[config.mk]
export PLATFORM = sky130hd
export DESIGN_NAME = r22sdf_bitrev_reorder
export DESIGN_NICKNAME = d
export VERILOG_FILES = /design/src/rtl/r22sdf_bitrev_reorder.sv
export SDC_FILE = /design/constraint.sdc
export NUM_CORES = 2
export LEC_CHECK = 0
export ABC_AREA = 0
export BUFFER_PORTS_ARGS = -buffer_cell sky130_fd_sc_hd__clkbuf_2
export CAP_MARGIN = 20
export CELL_PAD_IN_SITES_DETAIL_PLACEMENT = 1
export CELL_PAD_IN_SITES_GLOBAL_PLACEMENT = 1
export CORE_ASPECT_RATIO = 0.9
export CORE_MARGIN = 5
export CORE_UTILIZATION = 54
export CTS_CLUSTER_SIZE = 40
export DETAILED_ROUTE_END_ITERATION = 7
export GPL_TIMING_DRIVEN = 0
export HOLD_SLACK_MARGIN = 0.1
export PLACE_DENSITY = 0.78
export SLEW_MARGIN = 5
export SYNTH_ARGS = -nofsm -noshare
export SYNTH_HDL_FRONTEND = slang
export SYNTH_SLANG_ARGS = --single-unit
[constraint.sdc]
create_clock -name sys_clk -period 5.3 [get_ports sys_clk]
set_clock_uncertainty 0.1 [all_clocks]
set_input_delay 0.53 -clock sys_clk [delete_from_list [all_inputs] [get_ports sys_clk]]
set_output_delay 0.53 -clock sys_clk [all_outputs]
set_load 0.02 [all_outputs]
[src/rtl/r22sdf_bitrev_reorder.sv]
// Ping-pong reorder buffer: turns bit-reversed FFT output frames into natural order.
// Each frame is written at bit-reversed addresses of one bank while the other bank is read out linearly.
module r22sdf_bitrev_reorder #(
   parameter int data_resolution = 16,
   parameter int fft_pts_log2    = 6
) (
   input  logic                       sys_clk,
   input  logic                       sys_nrst,
   input  logic                       sys_en,
   input  logic                       din_valid,
   input  logic [data_resolution-1:0] din_r,
   input  logic [data_resolution-1:0] din_i,
   output logic                       dout_valid,
   output logic [data_resolution-1:0] dout_r,
   output logic [data_resolution-1:0] dout_i,
   output logic                       dout_last
);

   localparam int DW = data_resolution;
   localparam int AW = fft_pts_log2;
   localparam int N  = 1 << AW;

   typedef enum logic {IDLE, READ} state_t;

   // Bank select is the address MSB, so both banks share one array.
   logic [2*DW-1:0] mem_q [0:2*N-1];

   logic [AW-1:0] wr_cnt_q, rd_cnt_q;
   logic          wr_bank_q, rd_bank_q;
   logic [1:0]    full_q, full_d;
   state_t        state_q;
   logic          dout_valid_q, dout_last_q;
   logic [DW-1:0] dout_r_q, dout_i_q;

   logic          wr_en_d, wr_last_d, rd_last_d;
   logic [AW:0]   wr_addr_d, rd_addr_d;

   function automatic logic [AW-1:0] bitrev(input logic [AW-1:0] a);
      logic [AW-1:0] r;
      for (int j = 0; j < AW; j++) r[j] = a[AW-1-j];
      return r;
   endfunction

   assign wr_en_d   = sys_en & din_valid;
   assign wr_last_d = wr_en_d && (wr_cnt_q == '1);
   assign rd_last_d = (state_q == READ) && (rd_cnt_q == '1);
   assign wr_addr_d = {wr_bank_q, bitrev(wr_cnt_q)};
   assign rd_addr_d = {rd_bank_q, rd_cnt_q};

   // Writer never targets the bank being read, so set and clear hit different flags.
   always_comb begin
      full_d = full_q;
      if (rd_last_d) full_d[rd_bank_q] = 1'b0;
      if (wr_last_d) full_d[wr_bank_q] = 1'b1;
   end

   always_ff @(posedge sys_clk) begin
      if (sys_nrst && wr_en_d) mem_q[wr_addr_d] <= {din_r, din_i};
   end

   always_ff @(posedge sys_clk) begin
      if (!sys_nrst) begin
         wr_cnt_q     <= '0;
         wr_bank_q    <= 1'b0;
         full_q       <= '0;
         state_q      <= IDLE;
         rd_cnt_q     <= '0;
         rd_bank_q    <= 1'b0;
         dout_valid_q <= 1'b0;
         dout_last_q  <= 1'b0;
         dout_r_q     <= '0;
         dout_i_q     <= '0;
      end else if (sys_en) begin
         full_q <= full_d;
         if (din_valid) begin
            wr_cnt_q <= wr_cnt_q + 1'b1;
            if (wr_last_d) wr_bank_q <= ~wr_bank_q;
         end
         dout_valid_q <= 1'b0;
         dout_last_q  <= 1'b0;
         case (state_q)
            IDLE: begin
               if (|full_q) begin
                  state_q   <= READ;
                  rd_cnt_q  <= '0;
                  rd_bank_q <= ~full_q[0];
               end
            end
            READ: begin
               dout_valid_q           <= 1'b1;
               dout_last_q            <= rd_last_d;
               {dout_r_q, dout_i_q}   <= mem_q[rd_addr_d];
               rd_cnt_q               <= rd_cnt_q + 1'b1;
               // Chain straight into the other bank for gap-free streaming.
               if (rd_last_d) begin
                  if (full_q[~rd_bank_q]) rd_bank_q <= ~rd_bank_q;
                  else                    state_q   <= IDLE;
               end
            end
            default: state_q <= IDLE;
         endcase
      end
   end

   assign dout_valid = dout_valid_q;
   assign dout_last  = dout_last_q;
   assign dout_r     = dout_r_q;
   assign dout_i     = dout_i_q;

endmodule
==> reports/results.ini <==
[logic_synthesis]
async_reset_ff_frac=0
synth_top_family_by_area=multiplexers
synth_top_cell_by_area=edfxtp_1
synth_area_leaders=edfxtp_1, mux4_2, mux2i_1
synth_compound_area_frac=0.0375
ys_warn_count=0
ys_seq_elements=4147
ys.flop_type=edfxtp_1
synth_edf_count=4096
syn-cell-area_um2=157000
muxShareOfSynthArea=0.143
yosysSeqAreaShare=0.788
synth_top_cells_by_count=edfxtp_1, mux4_2, mux2i_1
synthAdderAreaFrac=0.000159
synth_nets=7288
ys_types=65
synth_xor_area_frac=0.000278
syn_inst=7250
synth_top_cell_area_share=0.781
avgSynthCellArea_um2=21.7
synth-simple-area-share=0.0175
yosysMostFrequentCell=edfxtp_1

[placement]
preCtsSetupSlack_ns=0.0790
portBuffers=67
gp_congestion=0.968
post-dp-hpwl_um=325000

[drt]
vias_per_cell=7.10
finalWirelength_um=512000
first_iter_violations=14900
num_vias=86600
drc=0
dr.pass1.iters=8
wire_per_inst_um=42.0
drtAntennaViolNets=0

[sta]
period_share=1.08
worst_pin_slew_ns=1.38
hold_viol=0
maxSlewViolCount=0
slew_headroom=0.0666
layout_setup_ws_ns=-0.400
setup_violations=10
hold-worst-slack_ns=0.152
rsz0062_at_grt=no
timing.fmax_mhz=175
layout_min_cycle_time_ns=5.70

[global_route]
grt_use_met1=0.444
grt_max_degree=129
grt_usage=0.338
grt_overflow=0
busiest_layer=met2
grtUsageMet2=0.506
grt_pass1_vias=87700
grt_pass1_wl_um=711000
grt.met3_usage=0.118
antenna_found_initial=43

[power_and_ir_drop]
leakage_uw=0.0547
p_per_area_nw_per_um2=366
vdd_drop_max_mv=0.414
finalPower_uw=66300

[flow_run]
drv_cap=0

[clocking]
insertion_delay_ns=0.95
numCtsBuffers=404
htree_num_levels=5
root_buffer=clkbuf_16
cts_tree=built
clockBufferDepth=4
cts.sinks=4147
clk_pin_slew_worst_paths_ns=0.07

[floorplanning]
core_area_um2=291000
rows=188
io_pins=70
initial_core_util=0.541
dieWidth_um=579
die-area_um2=302000
die_h_um=522

[worst_setup_path]
critical_path_class=flop to flop
cp.arrival_ns=6.37
cp.required_ns=5.97
cp_max_fo=10
cp-start-kind=flop
end_kind=flop

[outcome]
failed_checks=setup timing
status=finished, violations left

[min_path]
hold_class=primary input to flop

[final_layout]
synthToLayoutAreaGrowth_pct=15.3
nets=7988
n_fill_cell=23600
layout-drive-gt1-share=0.259
postLayoutCoreUtil=0.624

==> flip-flops by register name, indices dropped and copies added, names as in the netlist <==
signal / flops
dout_i: 16
dout_last: 1
dout_r: 16
dout_valid: 1
full_q: 2
mem_q: 4096
rd_bank_q: 1
rd_cnt_q: 6
state_q: 1
wr_bank_q: 1
wr_cnt_q: 6
==> area by class of cell <==
cell class                 instances  area (um2)  share of cell area
buffer                           417        2190              0.0121
clock buffer                     476       10500              0.0579
clock inverter                   257        2710              0.0149
multi-input combinational       2684       32400               0.178
antenna                           30        75.1            0.000414
sequential                      4147      124000               0.684
inverter                           2        7.51           0.0000414
timing repair buffer             294        4670              0.0257
tap                             3895        4870              0.0269
==> where the power goes <==
group	leakage [uW]	switching (uW)	total [uW]	internal [uW]
combinational	0.0110	737	868	132
sequential	0.0372	4.74	36000	36000
clock	0.00641	12900	29400	16600
total	0.0547	13600	66300	52700
==> through the flow <==
step	cells	cell area, um2	TNS (ns)
global route	12200	181000	0
detailed placement	11400	168000	0
floorplan	7250	157000	0
global placement	11200	163000	-3776.53
finish	12200	181000	-1.65
CTS	12200	181000	0
==> path summary, 6_finish.rpt <==
kind	from	to	slack, ns	cells past startpoint
max	rd_cnt_q[2]	dout_r[0]	-0.40	10
min	din_r[13]	mem_q[84][29]	0.15	2
max reg2reg	rd_cnt_q[2]	dout_r[0]	-0.40	10
min reg2reg	full_q[0]	full_q[0]	0.44	2
==> repair_timing <==
action	CTS	global route
endpoints found under the setup margin	1	1
hold buffers	19	0
endpoints found under the hold margin	760	0
resized for setup	1	1
buffers inserted	0	0
==> logic make-up after synthesis <==
logic type                 Yosys count
adders and majority gates            2
AOI/OAI and AO/OA                  882
xor gates and xnor gates             5
and+or+nand+nor                    600
DFF                               4147
buffers and inverters              419
muxes                             1195
==> cells in the final DEF, fill, tap and decap left out, types with 47 or more instances in the layout <==
master	Yosys	routed
a22oi_1	158	158
a21oi_1	127	127
nand3_1	51	51
mux4_2	835	835
clkbuf_16	0	407
clkinv_1	0	92
buf_12	0	118
o21ai_0	94	94
dfxtp_1	51	51
bufinv_16	0	48
buf_4	61	86
o22ai_1	232	232
mux2i_1	329	329
buf_2	159	163
clkbuf_2	1	47
nor2_4	0	128
clkbuf_1	150	201
nor2b_1	50	50
clkinv_2	0	65
edfxtp_1	4096	4096
nand2_1	144	144
nor2_1	236	107
a211oi_1	60	55
==> critical path: stages, from the launching register on <==
cell and delay (ns):
dfxtp_1 0.49, buf_2 0.32, buf_2 0.54, nand2_1 0.56, clkbuf_1 0.37, buf_6 0.25, clkbuf_2 0.49, a21oi_1 0.74
nor3_1 0.39, a211oi_1 1.01, a21oi_1 0.20
==> metal layers <==
layer	wire length [um]	up-vias
li1	-	32100
met1	173000	45000
met2	232000	7875
met3	74200	1616
met4	32700	32
met5	212	-
(Power assumes the default switching activity.)
